`src/rtl/mem_port_arbiter.sv`:
```
// mem_port_arbiter
//   Shares one single-port unified memory between the fetch stage
//   (instruction read) and the memory stage (load/store). One requester
//   is granted at a time. The memory is then driven for LATENCY cycles, and
//   a one-cycle response pulse returns the result. Data beats fetch
//   because the memory stage holds the older instruction.
//
// Parameters
//   LATENCY       memory cycles per access (>=1)
//   STARVE_LIMIT  consecutive data grants tolerated while fetch waits
//
// Build option
//   MEM_ARB_STARVE_GUARD_EN  when defined, fetch wins the next grant after
//                            STARVE_LIMIT data grants made while it waited.
//                            When undefined, data priority is strict.
//
// Ports
//   clk, R                     clock, synchronous active-high reset
//   if_req/if_addr/if_flush    fetch request, address, branch cancel
//   if_gnt/if_rvalid/if_rdata  fetch grant pulse, data-valid pulse, data
//   d_req/d_we/d_addr/d_mode/d_wdata  data request and its fields
//   d_gnt/d_rvalid/d_rdata     data grant pulse, done pulse, load data
//   mem_en/mem_we/mem_addr/mem_mode/mem_wdata  memory command
//   mem_rdata                  memory read data (used on last mem_en cycle)

module mem_port_arbiter #(
  parameter int LATENCY      = 2,
  parameter int STARVE_LIMIT = 4
) (
  input  logic        clk,
  input  logic        R,
  input  logic        if_req,
  input  logic [63:0] if_addr,
  input  logic        if_flush,
  output logic        if_gnt,
  output logic        if_rvalid,
  output logic [63:0] if_rdata,
  input  logic        d_req,
  input  logic        d_we,
  input  logic [63:0] d_addr,
  input  logic [2:0]  d_mode,
  input  logic [63:0] d_wdata,
  output logic        d_gnt,
  output logic        d_rvalid,
  output logic [63:0] d_rdata,
  output logic        mem_en,
  output logic        mem_we,
  output logic [63:0] mem_addr,
  output logic [2:0]  mem_mode,
  output logic [63:0] mem_wdata,
  input  logic [63:0] mem_rdata
);

  localparam int            CW                 = $clog2(LATENCY + 1);
  localparam logic [CW-1:0] CNT_INIT           = CW'(LATENCY - 1);
  localparam logic [2:0]    MODE_WORD_UNSIGNED = 3'd6;

  typedef enum logic [1:0] {
    S_IDLE   = 2'd0,
    S_ACCESS = 2'd1,
    S_RESP   = 2'd2
  } state_t;

  state_t        r_state;
  logic [CW-1:0] r_cnt;
  logic          r_owner_d;   // 1 = data owns the access, 0 = fetch
  logic          r_flushed;   // fetch in flight was cancelled by a branch
  logic          r_if_rvalid;
  logic          r_d_rvalid;
  logic [63:0]   r_if_rdata;
  logic [63:0]   r_d_rdata;
  logic          r_mem_en;
  logic          r_mem_we;
  logic [63:0]   r_mem_addr;
  logic [2:0]    r_mem_mode;
  logic [63:0]   r_mem_wdata;

  logic          w_grant_ok;
  logic          w_fetch_prio;
  logic          w_d_gnt;
  logic          w_if_gnt;

  // Grant decision: only from IDLE/RESP, never under reset.
  always_comb begin
    w_grant_ok = 1'b0;
    w_d_gnt    = 1'b0;
    w_if_gnt   = 1'b0;
    if (!R && (r_state == S_IDLE || r_state == S_RESP)) begin
      w_grant_ok = 1'b1;
    end else begin
      w_grant_ok = 1'b0;
    end
    w_d_gnt  = w_grant_ok && d_req && !w_fetch_prio;
    w_if_gnt = w_grant_ok && if_req && !w_d_gnt;
  end

`ifdef MEM_ARB_STARVE_GUARD_EN
  localparam int SW = $clog2(STARVE_LIMIT + 1);
  logic [SW-1:0] r_starve_cnt;

  // fetch_prio only asserts when fetch is actually waiting
  assign w_fetch_prio = if_req && (r_starve_cnt >= SW'(STARVE_LIMIT));

  // Count data grants made while fetch is waiting.
  always_ff @(posedge clk) begin
    if (R) begin
      r_starve_cnt <= '0;
    end else if (!if_req || w_if_gnt) begin
      r_starve_cnt <= '0;
    end else if (w_d_gnt && (r_starve_cnt < SW'(STARVE_LIMIT))) begin
      r_starve_cnt <= r_starve_cnt + SW'(1);
    end else begin
      r_starve_cnt <= r_starve_cnt;
    end
  end
`else
  // Strict data priority; the comparison is constant false.
  assign w_fetch_prio = (STARVE_LIMIT < 0);
`endif

  // Access sequencer: capture winner, drive memory, return response.
  always_ff @(posedge clk) begin
    if (R) begin
      r_state     <= S_IDLE;
      r_cnt       <= '0;
      r_owner_d   <= 1'b0;
      r_flushed   <= 1'b0;
      r_if_rvalid <= 1'b0;
      r_d_rvalid  <= 1'b0;
      r_if_rdata  <= 64'd0;
      r_d_rdata   <= 64'd0;
      r_mem_en    <= 1'b0;
      r_mem_we    <= 1'b0;
      r_mem_addr  <= 64'd0;
      r_mem_mode  <= 3'd0;
      r_mem_wdata <= 64'd0;
    end else begin
      r_if_rvalid <= 1'b0;
      r_d_rvalid  <= 1'b0;
      if (w_d_gnt || w_if_gnt) begin
        r_state   <= S_ACCESS;
        r_cnt     <= CNT_INIT;
        r_owner_d <= w_d_gnt;
        r_flushed <= 1'b0;
        r_mem_en  <= 1'b1;
        if (w_d_gnt) begin
          r_mem_we    <= d_we;
          r_mem_addr  <= d_addr;
          r_mem_mode  <= d_mode;
          r_mem_wdata <= d_wdata;
        end else begin
          r_mem_we    <= 1'b0;
          r_mem_addr  <= if_addr;
          r_mem_mode  <= MODE_WORD_UNSIGNED;
          r_mem_wdata <= 64'd0;
        end
      end else begin
        case (r_state)
          S_ACCESS: begin
            if (!r_owner_d && if_flush) begin
              r_flushed <= 1'b1;
            end else begin
              r_flushed <= r_flushed;
            end
            if (r_cnt == '0) begin
              // Last memory cycle: mem_rdata is valid now.
              r_state  <= S_RESP;
              r_mem_en <= 1'b0;
              r_mem_we <= 1'b0;
              if (r_owner_d) begin
                r_d_rvalid <= 1'b1;
                r_d_rdata  <= r_mem_we ? 64'd0 : mem_rdata;
              end else begin
                r_if_rvalid <= !(r_flushed || if_flush);
                r_if_rdata  <= mem_rdata;
              end
            end else begin
              r_cnt <= r_cnt - CW'(1);
            end
          end
          S_RESP:  r_state <= S_IDLE;
          S_IDLE:  r_state <= S_IDLE;
          default: r_state <= S_IDLE;
        endcase
      end
    end
  end

  assign if_gnt    = w_if_gnt;
  assign d_gnt     = w_d_gnt;
  // A branch in the response cycle still cancels the fetch response.
  assign if_rvalid = r_if_rvalid & ~if_flush;
  assign if_rdata  = r_if_rdata;
  assign d_rvalid  = r_d_rvalid;
  assign d_rdata   = r_d_rdata;
  assign mem_en    = r_mem_en;
  assign mem_we    = r_mem_we;
  assign mem_addr  = r_mem_addr;
  assign mem_mode  = r_mem_mode;
  assign mem_wdata = r_mem_wdata;

endmodule
```
`config.mk`:
```
export PLATFORM = sky130hd
export DESIGN_NAME = mem_port_arbiter
export DESIGN_NICKNAME = d
export VERILOG_FILES = /design/src/rtl/mem_port_arbiter.sv
export SDC_FILE = /design/constraint.sdc
export NUM_CORES = 1
export LEC_CHECK = 0
export CAP_MARGIN = 0
export CORE_AREA = 5 5 201 203
export DETAILED_ROUTE_END_ITERATION = 10
export DIE_AREA = 0 0 206 208
export PLACE_DENSITY = 0.67
export SLEW_MARGIN = 5
export SYNTH_ARGS = -nofsm -noshare
export SYNTH_HDL_FRONTEND = slang
export SYNTH_SLANG_ARGS = --single-unit
```
`constraint.sdc`:
```
create_clock -name clk -period 3.45 [get_ports clk]
set_clock_uncertainty 0.05 [all_clocks]
set_input_delay 0.5175 -clock clk [delete_from_list [all_inputs] [get_ports clk]]
set_output_delay 0.5175 -clock clk [all_outputs]
set_load 0.1 [all_outputs]
```
**Word-level counts from Yosys, hierarchy flattened**

Cells that the tools add are included.

- Add/sub/neg operators: 1
- Equality and inequality tests: 4
- Multiplexer cells: 17
- Bitwise operators: 6
- Reduce and logical (&&, ||, !) cells: 26

Operators by type and width:

| kind | count |
|---|---|
| $mux 64 | 3 |
| $mux 1 | 13 |
| $reduce_and 2->1 | 4 |
| $reduce_and 4->1 | 2 |
| $logic_and 1x1->1 | 5 |
| $not 1->1 | 5 |
| $reduce_or 5->1 | 1 |
| $logic_not 1->1 | 4 |
| $logic_not 2->1 | 2 |
| $reduce_bool 2->1 | 2 |
| $reduce_or 4->1 | 1 |
| $logic_or 1x1->1 | 3 |
| $mux 3 | 1 |
| $ne 3x3->1 const B | 1 |
| $reduce_or 3->1 | 1 |
| $eq 2x1->1 const B | 1 |
| $eq 2x2->1 const B | 1 |
| $ne 2x2->1 const B | 1 |
| $reduce_or 2->1 | 1 |
| $sub 2x1->2 const B | 1 |
| $and 1x1->1 | 1 |

- Flip-flop bits (word level): 269
- Input port bits: 265
- Output and inout bits: 265
- Logic and storage cells: 69

**Logic depth before layout (Yosys ltp)**

Gate-level depths: netlist of run 1.

- Word-level depth: 10
- Depth in mapped cells: 7

**Worst setup path before layout of run 1**

OpenSTA, ideal clock, no wires.

- Kind: input-to-output
- Start point: in R
- End point: out if_gnt
- Arrival time: 4.040 ns
- Path slack: -1.158 ns
- Cell stages on the path: 3
- Cells stage by stage: clkbuf_1 -> buf_1 -> nor4b_1

- Word-level cells in the longest chain between the ends: 6
- Elaborated cells between the ends (all ways): 7
- Classes of those cells: mux (1); reduce/logical (6)

Ends and longest elaborated chain:

| item | line | RTL |
|---|---|---|
| start: declaration | 31 | `input logic R,` |
| $logic_not 1->1 * | 88 | `if (!R && (r_state == S_IDLE \|\| r_state == S_RESP)) begin` |
| $logic_and 1x1->1 * | 88 |  |
| $mux 1 * | 88 |  |
| $logic_and 1x1->1 | 93 | `w_d_gnt = w_grant_ok && d_req && !w_fetch_prio;` |
| $logic_not 1->1 | 94 | `w_if_gnt = w_grant_ok && if_req && !w_d_gnt;` |
| $logic_and 1x1->1 * | 94 |  |
| end: declaration | 35 | `output logic if_gnt,` |

Mark *: on every way between the ends. The rest lies on a longest branch, timed or not.

**Worst setup path in the final report of run 1**

- Start point: reg r_mem_wdata[21] (netlist: mem_wdata[21])
- End point: out mem_wdata[21]

RTL lines:

| item | line | RTL |
|---|---|---|
| start: declaration | 76 | `logic [63:0] r_mem_wdata;` |
| start signal: assignment | 150 | `r_mem_wdata <= d_wdata;` |
| end: declaration | 50 | `output logic [63:0] mem_wdata,` |

No word-level cell between the ends.

==> results of run 1 <==
[per-layer routing]
| metal | global-route usage | up-vias |
|---|---|---|
| met1 | 0.2107 | 4888 |
| met2 | 0.3118 | 476 |
| met4 | 0.07067 | 0 |
| li1 | - | 5002 |
| met5 | 0 | - |
| met3 | 0.07210 | 64 |
[area by class of cell]
type                            instances  area (um2)  area share
Antenna cell                            1       2.502   0.0001495
Clock buffer                           43       860.8     0.05141
Clock inverter                         13       175.2     0.01046
Inverter                                6       25.02    0.001495
Multi-Input combinational cell        807        4317      0.2578
Sequential cell                       269        5386      0.3217
Tap cell                              518       648.1     0.03871
Timing Repair Buffer                  545        5329      0.3183
[cell usage after synthesis (all sizes together)]
cell type / count
a211oi: 1
a21o: 1
a21oi: 198
a22o: 65
a31oi: 64
a32o: 1
a41oi: 1
and2: 1
and4b: 1
buf: 58
clkbuf: 51
dfxtp: 269
ha: 1
inv: 6
nand2: 322
nand3b: 65
nand4b: 1
nand4bb: 1
nor2: 7
nor2b: 66
nor3: 3
nor3b: 1
nor4: 1
nor4b: 1
nor4bb: 1
o21ai: 1
or2: 1
or3b: 1
xnor2: 1
[power by group]
part	internal, mW	leakage [nW]	switching [mW]	total, mW
registers	3.31	2.21	0.108	3.42
clock network	2.03	0.509	1.32	3.35
logic	0.783	3.41	1.99	2.77
[final timing paths]
kind,to,slack (ns)
max reg2reg,if_rdata[9],1.29
max,mem_wdata[21],0.78
min,r_state[0],0.36
min reg2reg,r_if_rvalid,0.40
[registers in the layout, indices dropped and copies added, names as in the netlist, 2 cells and up]
register and count:
d_rdata 64, if_rdata 64, mem_addr 64, mem_mode 3, mem_wdata 64, r_cnt 2
r_state 2
[logic make-up (layout without fill, tap and decap cells)]
group / after synthesis / in the layout
compound gates: 332 / 332
xor+xnor: 1 / 1
fa+ha+maj: 1 / 1
buf+inv: 115 / 607
flops: 269 / 269
other cells: 0 / 1
simple gates: 473 / 473
==> metrics, run 1 <==
outcome finished clean; Final ANT Viol Nets 0; CTS buffer count 31; commonest non-fill, non-tap cell in the layout clkdlybuf4s50_1; layout cells sized above 1 0.08081; PostCTS Resize Cnt 0; clk buf depth 3; post-synthesis mux area share 0; placed standard-cell area 15,710 um2; post-DP HPWL a little over 30 mm; crit end category output port; adder-cell share of the synthesized area 0.001233; Final period util 0.7745; Hold WS 0.3595 ns; top-area cell type share of the netlist area 0.5307; RSZ-0062 raised after global routing no; critical register-to-register path startpoint r_cnt[0]; max-cap viol count 0; post-synthesis compound-gate area fraction 0.1970; Die Y 208 um; die area 42,850 um2; Hold Vio Cnt, Final 0; pin count of the biggest net entering global routing about 140; PD cells 569.5 nW/um2; post-synth top area cell dfxtp_1; first-pass GRT wire length 62.36 mm; number of buffers inserted by hold repair at cts 0; slew at the pin with the worst max-slew slack 1.053 ns; CP Launch Type flip-flop; Port-buffer cells 529; Static Leak between 6 and 7 nW; All-Layer GR Usage 0.1850; final setup violation count 0; CP top delay family buffers and inverters; CP Data Required Time 2.88 ns; critical path depth 1; fill count 3,742; wire per inst 19.55 um; DRT iter0 DRCs 465; CP bufs+invs 1; Layout area overhead 65.01%; clock latency on the worst-skew pair ~0.56 ns; worst-path fanout max 2; crit path DAT 2.10 ns; H-tree levels 1; Std-Cell Rows 72; commonest non-fill, non-tap cells in the layout 468 x clkdlybuf4s50_1, 322 x nand2_1, 268 x dfxtp_1; Worst Slack Setup Final 0.7780 ns; GRT Residual Overflow 0; worst reg2reg path depth 6; Unique masters post-synth 32; aggregate routed wire length between 40 and 50 mm; Reg clk slew, reported paths approximately 0.060 ns; Tot Pwr around 9.5 mW; via count 10,430; top cells by area, synth dfxtp_1 53%, nand2_1 12%, a21oi_1 9.8%; Setup Buffers After CTS 0; CP Launch Point mem_wdata[21]; CTS tree done; die width 206 um; Largest stage delay, worst path 1.16 ns; met3 WL 5.005 mm; drt pass-1 iters 4; Hold/Removal Path Class in2reg; Crit Path Class reg2out; final core occ 0.4373; post-placement cell count about 2,100; slowest CP cell clkdlybuf4s50_1; cells along the critical path clkdlybuf4s50_1; Max Clk Rate 0.3743 GHz; Simple-Gate Fraction of Synth Area 0.2202; Max Slew Vio Count 0; final routed DRC violation total 0; Post-Syn Instances 1,191; Peak VDD IR ~0.37 mV; hold depth 2; clk sinks 269; Synth Net Count 1,457; met2 routed WL slightly above 20 mm; fin area between 15,000 and 20,000 um2; Max Used Layer met4; via/cell ratio 4.737; post-synthesis cell area 10,150 um2; Synth Area in XOR/XNOR 0.0008631; hold_sp R; relative max-transition margin 0.2958; met1 wire length between 15 and 20 mm; Final Net Count 1,926; Place WS a little under 0.8 ns; min cycle time layout 2.672 ns; post-route insts no fill 2,202; vias in the first global route 10,120; synthesized flop and latch total 269; setup tns final 0 ns; boundary pin count 530; gpl congestion around 0.84; Synth Warn # 0; main combinational cell family by area after synthesis simple AND/OR/NAND/NOR gates; Mean Syn Cell Area 8.520 um2; initial antenna violation count 2; Initial Util 0.2650; CTS root buf clkbuf_16; core area 38,290 um2; Seq/Total Area, Yosys 0.5307
Power figures use the tool's default switching activity.
==> run 2: changes to the inputs <==
Settings changed: CORE_AREA 5 5 201 203 to 5 5 202 204, DIE_AREA 0 0 206 208 to 0 0 207 209, PLACE_DENSITY 0.67 to 0.66.
Clock period 3.45 ns to 2.8 ns, I/O delays scaled along.
==> run 2 against run 1 <==
Net effect:
- hold slack got worse by 0.051 ns
- clock-buffer cell count increased by 2
- sequential cell count unchanged
- critical endpoint is now d_gnt
==> metrics, run 2 (synthesis results as in run 1) <==
via/cell ratio 4.722; All-Layer GR Usage 0.1810; Max Slew Vio Count 0; die area 43,260 um2; Crit Path Class reg2out; setup tns final 0 ns; GRT Residual Overflow 0; DRT iter0 DRCs 621; Final period util 0.8687; clock latency on the worst-skew pair 0.55 ns; crit end category output port; die width 207 um; pin count of the biggest net entering global routing 182; final setup violation count 0; commonest non-fill, non-tap cell in the layout nand2_1; vias in the first global route 10,330; min cycle time layout approximately 2.4 ns; initial antenna violation count 1; outcome finished clean; RSZ-0062 raised after global routing no; relative max-transition margin 0.2299; CTS root buf clkbuf_16; final core occ 0.4190; fill count 3,911; PostCTS Resize Cnt 0; max-cap viol count 0; Final ANT Viol Nets 0; crit path DAT 1.96 ns; Die Y approximately 210 um; Worst Slack Setup Final 0.3676 ns; first-pass GRT wire length 62.74 mm; CP Launch Type flip-flop; Largest stage delay, worst path around 0.52 ns; Initial Util 0.2596; cells along the critical path or3b_4 -> inv_4 -> buf_12; wire per inst 19.04 um; post-DP HPWL just over 30 mm; Final Net Count 1,928; commonest non-fill, non-tap cells in the layout 322 x nand2_1, 273 x buf_4, 268 x dfxtp_1; worst-path fanout max 11; Reg clk slew, reported paths 0.06 ns; drt pass-1 iters 5; CP Data Required Time 2.33 ns; clk sinks around 270; H-tree levels 1; slew at the pin with the worst max-slew slack 1.155 ns; clk buf depth 3; PD cells 718.9 nW/um2; aggregate routed wire length between 40 and 50 mm; Port-buffer cells about 530; core area 39,090 um2; via count roughly 10,000; Layout area overhead 61.43%; Peak VDD IR 0.4665 mV; Place WS 0.4588 ns; final routed DRC violation total 0; gpl congestion 0.8751; CTS tree done; layout cells sized above 1 0.2052; slowest CP cell dfxtp_1; boundary pin count 530; CTS buffer count 30; Std-Cell Rows 73; Static Leak 6.553 nW; Hold/Removal Path Class in2reg; Hold Vio Cnt, Final 0; Setup Buffers After CTS 0; Max Clk Rate 0.4111 GHz; number of buffers inserted by hold repair at cts 0
## run 2: changes by cell type in the layout (fill, tap and decap cells not counted)
cell,delta
clkdlybuf4s50_1,-205
buf_4,+202
buf_12,+6
clkbuf_8,+4
clkbuf_1,-2
clkinv_4,-2
inv_6,+2
clkinv_2,-1
clkinvlp_4,-1
nor4b_2,-1
nor4b_4,+1
## run 2: layer usage
| layer | GRT usage | vias to the layer above | part of all wire |
|---|---|---|---|
| li1 | - | 5017 | - |
| met1 | 0.2046 | 4891 | 0.38 |
| met2 | 0.3206 | 467 | 0.49 |
| met3 | 0.06035 | 70 | 0.092 |
| met4 | 0.06224 | 0 | 0.033 |
| met5 | 0 | - | 0 |
## run 2: critical path: cells and delay by family (launching register included)
| kind | cells | cell delay, ns |
|---|---|---|
| buffers and inverters | 2 | 0.37 |
| DFF | 1 | 0.52 |
| and+or+nand+nor | 1 | 0.51 |
## run 2: where the power goes
group | switching (mW) | total [mW] | internal, mW
clock network | 1.61 | 4.22 | 2.60
logic | 2.42 | 3.33 | 0.911
registers | 0.154 | 4.23 | 4.08
## run 2: area by class of cell
type	count	area, um2	share of cell area
Antenna cell	1	2.502	0.0001528
Clock inverter	11	162.7	0.009930
Clock buffer	45	908.4	0.05545
Sequential cell	269	5386	0.3288
Multi-Input combinational cell	807	4325	0.2641
Inverter	6	25.02	0.001528
Timing Repair Buffer	548	4913	0.3000
Tap cell	525	656.9	0.04010
## run 2: final timing paths
| check | startpoint | end | slack (ns) | cells past startpoint |
|---|---|---|---|---|
| worst max-delay path | r_state[0] | d_gnt | 0.37 | 3 |
| worst min-delay path | R | mem_addr[34] | 0.31 | 4 |
| worst min register to register | r_flushed | r_if_rvalid | 0.39 | 1 |
| worst max register to register | r_state[0] | mem_we | 0.60 | 4 |
## run 2: per-stage QoR
| stage | power, mW | instance area [um2] | instances | hold WS, ns |
|---|---|---|---|---|
| 5_1_grt | 12.18 | 16380 | 2212 | 0.3127 |
| 6_report | 11.78 | 16380 | 2212 | 0.3089 |
| 4_1_cts | 11.93 | 16380 | 2211 | 0.2725 |
| 3_3_place_gp | 7.641 | 15310 | 2155 | 0.3711 |
| 3_5_place_dp | 7.660 | 15310 | 2155 | 0.3734 |
| 2_1_floorplan | 6.603 | 10160 | 1191 | 0.3496 |
==> run 3: changes to the inputs <==
Settings changed: CORE_AREA 5 5 202 204 to 2 2 205 207, MAX_ROUTING_LAYER from default to met4, PLACE_DENSITY 0.66 to 0.64.
==> run 3 against run 2 <==
Net effect:
- via count decreased by 0.33%
- utilization decreased by 2.3 points
- clock power decreased by 6.4%
- setup slack improved by 0.067 ns
- sequential power about the same
- cell area decreased by 0.15%
==> metrics, run 3 (synthesis results as in run 1) <==
commonest non-fill, non-tap cell in the layout nand2_1; wire per inst 18.35 um; Worst Slack Setup Final approximately 0.43 ns; worst-path fanout max 6; CTS root buf clkbuf_16; Final ANT Viol Nets 0; CP bufs+invs 2; # diodes 0; min cycle time layout 2.366 ns; placed standard-cell area 15,370 um2; CP Data Required Time roughly 2.3 ns; final routed DRC violation total 0; relative max-transition margin 0.3777; GRT Residual Overflow 0; post-placement cell count 2,176; crit path DAT 1.90 ns; CTS buffer count 31; Layout area overhead 61.20%; Reg clk slew, reported paths 0.06 ns; slowest CP cell or3b_4; slew at the pin with the worst max-slew slack 0.9335 ns; layout cells sized above 1 0.2078; pin count of the biggest net entering global routing between 80 and 90; Crit Path Class reg2out; first-pass GRT wire length 60.31 mm; core area 41,290 um2; die width 207 um; Final Net Count around 1,900; RSZ-0062 raised after global routing no; clock latency on the worst-skew pair 0.57 ns; fin area 16,360 um2; hold depth 4; critical path depth 3; commonest non-fill, non-tap cells in the layout 322 x nand2_1, 281 x buf_4, 268 x dfxtp_1; Setup Buffers After CTS 0; Peak VDD IR 0.4008 mV; outcome finished clean; Max Slew Vio Count 0; Max Clk Rate 0.4227 GHz; Static Leak 6.543 nW; hold_sp R; DRT iter0 DRCs 566; CP Launch Point r_state[0]; drt pass-1 iters 6; post-DP HPWL 29.03 mm; fill count 4,194; Die Y ~210 um; Hold WS 0.3516 ns; boundary pin count 530; Hold Vio Cnt, Final 0; gpl congestion 0.8253; Place WS 0.4166 ns; aggregate routed wire length around 40 mm; max-cap viol count 0; via count 10,410; clk sinks 269; critical register-to-register path startpoint r_cnt[0]; Hold/Removal Path Class in2reg; All-Layer GR Usage 0.1825; initial antenna violation count 0; H-tree levels 1; worst reg2reg path depth 6; crit end category output port; die area 43,260 um2; final setup violation count 0; Port-buffer cells 529; Initial Util 0.2458; via/cell ratio 4.662; Largest stage delay, worst path 0.47 ns; Reg area 5386 um2; CP top delay family simple AND/OR/NAND/NOR gates; Final period util 0.8448; PD cells between 700 and 800 nW/um2; vias in the first global route 10,170; PostCTS Resize Cnt 0; cells along the critical path or3b_4 -> inv_4 -> buf_12; post-route insts no fill 2,233; number of buffers inserted by hold repair at cts 0; clk buf depth 3; area occupied by multi-input gates 4328 um2; Std-Cell Rows 75; CTS tree done; CP Launch Type flip-flop; setup tns final 0 ns
[run 3: changes by cell type in the layout (fill, tap and decap cells not counted), sizes merged]
cell and change:
inv +1, clkinv +1, clkinvlp +2, diode -1, bufinv -3, buf +7
[run 3: where the power goes]
group          switching [mW]  total (mW)  internal [mW]
Combinational            2.42        3.33          0.918
Clock                    1.66        3.95           2.29
Sequential              0.148        4.23           4.08
[run 3: final timing paths]
path                            slack (ns)           end
worst min register to register        0.38   r_if_rvalid
worst max register to register        0.64    d_rdata[1]
worst max-delay path                  0.43         d_gnt
worst min-delay path                  0.35  mem_addr[28]
[run 3: tightest hold or removal path: cells and delay by family]
family / cells / cell delay [ns]
AOI/OAI and AO/OA: 2 / 0.17
and+or+nand+nor: 1 / 0.14
buffers and inverters: 1 / 0.20
[run 3: area by class of cell]
| class | count | area share |
|---|---|---|
| flip-flops and latches | 269 | 0.3293 |
| repair buffers | 555 | 0.3028 |
| multi-input cells | 807 | 0.2646 |
| clock buffers | 45 | 0.05431 |
| well taps | 539 | 0.04123 |
| clock inverters | 12 | 0.006196 |
| inverters | 6 | 0.001530 |
[run 3: stage by stage]
stage / power (mW) / utilization
finish: 11.51 / 0.3962
global route: 11.91 / 0.3962
CTS: 11.63 / 0.3962
detailed placement: 7.664 / 0.3722
global placement: 7.643 / 0.3722
floorplan: 6.603 / -
[run 3: per-layer routing]
layer	vias to the layer above	share of wire	track usage
met5	-	0	-
met4	0	0.032	0.06527
met3	59	0.086	0.05245
met2	431	0.49	0.3137
met1	4901	0.39	0.2011
li1	5020	-	-
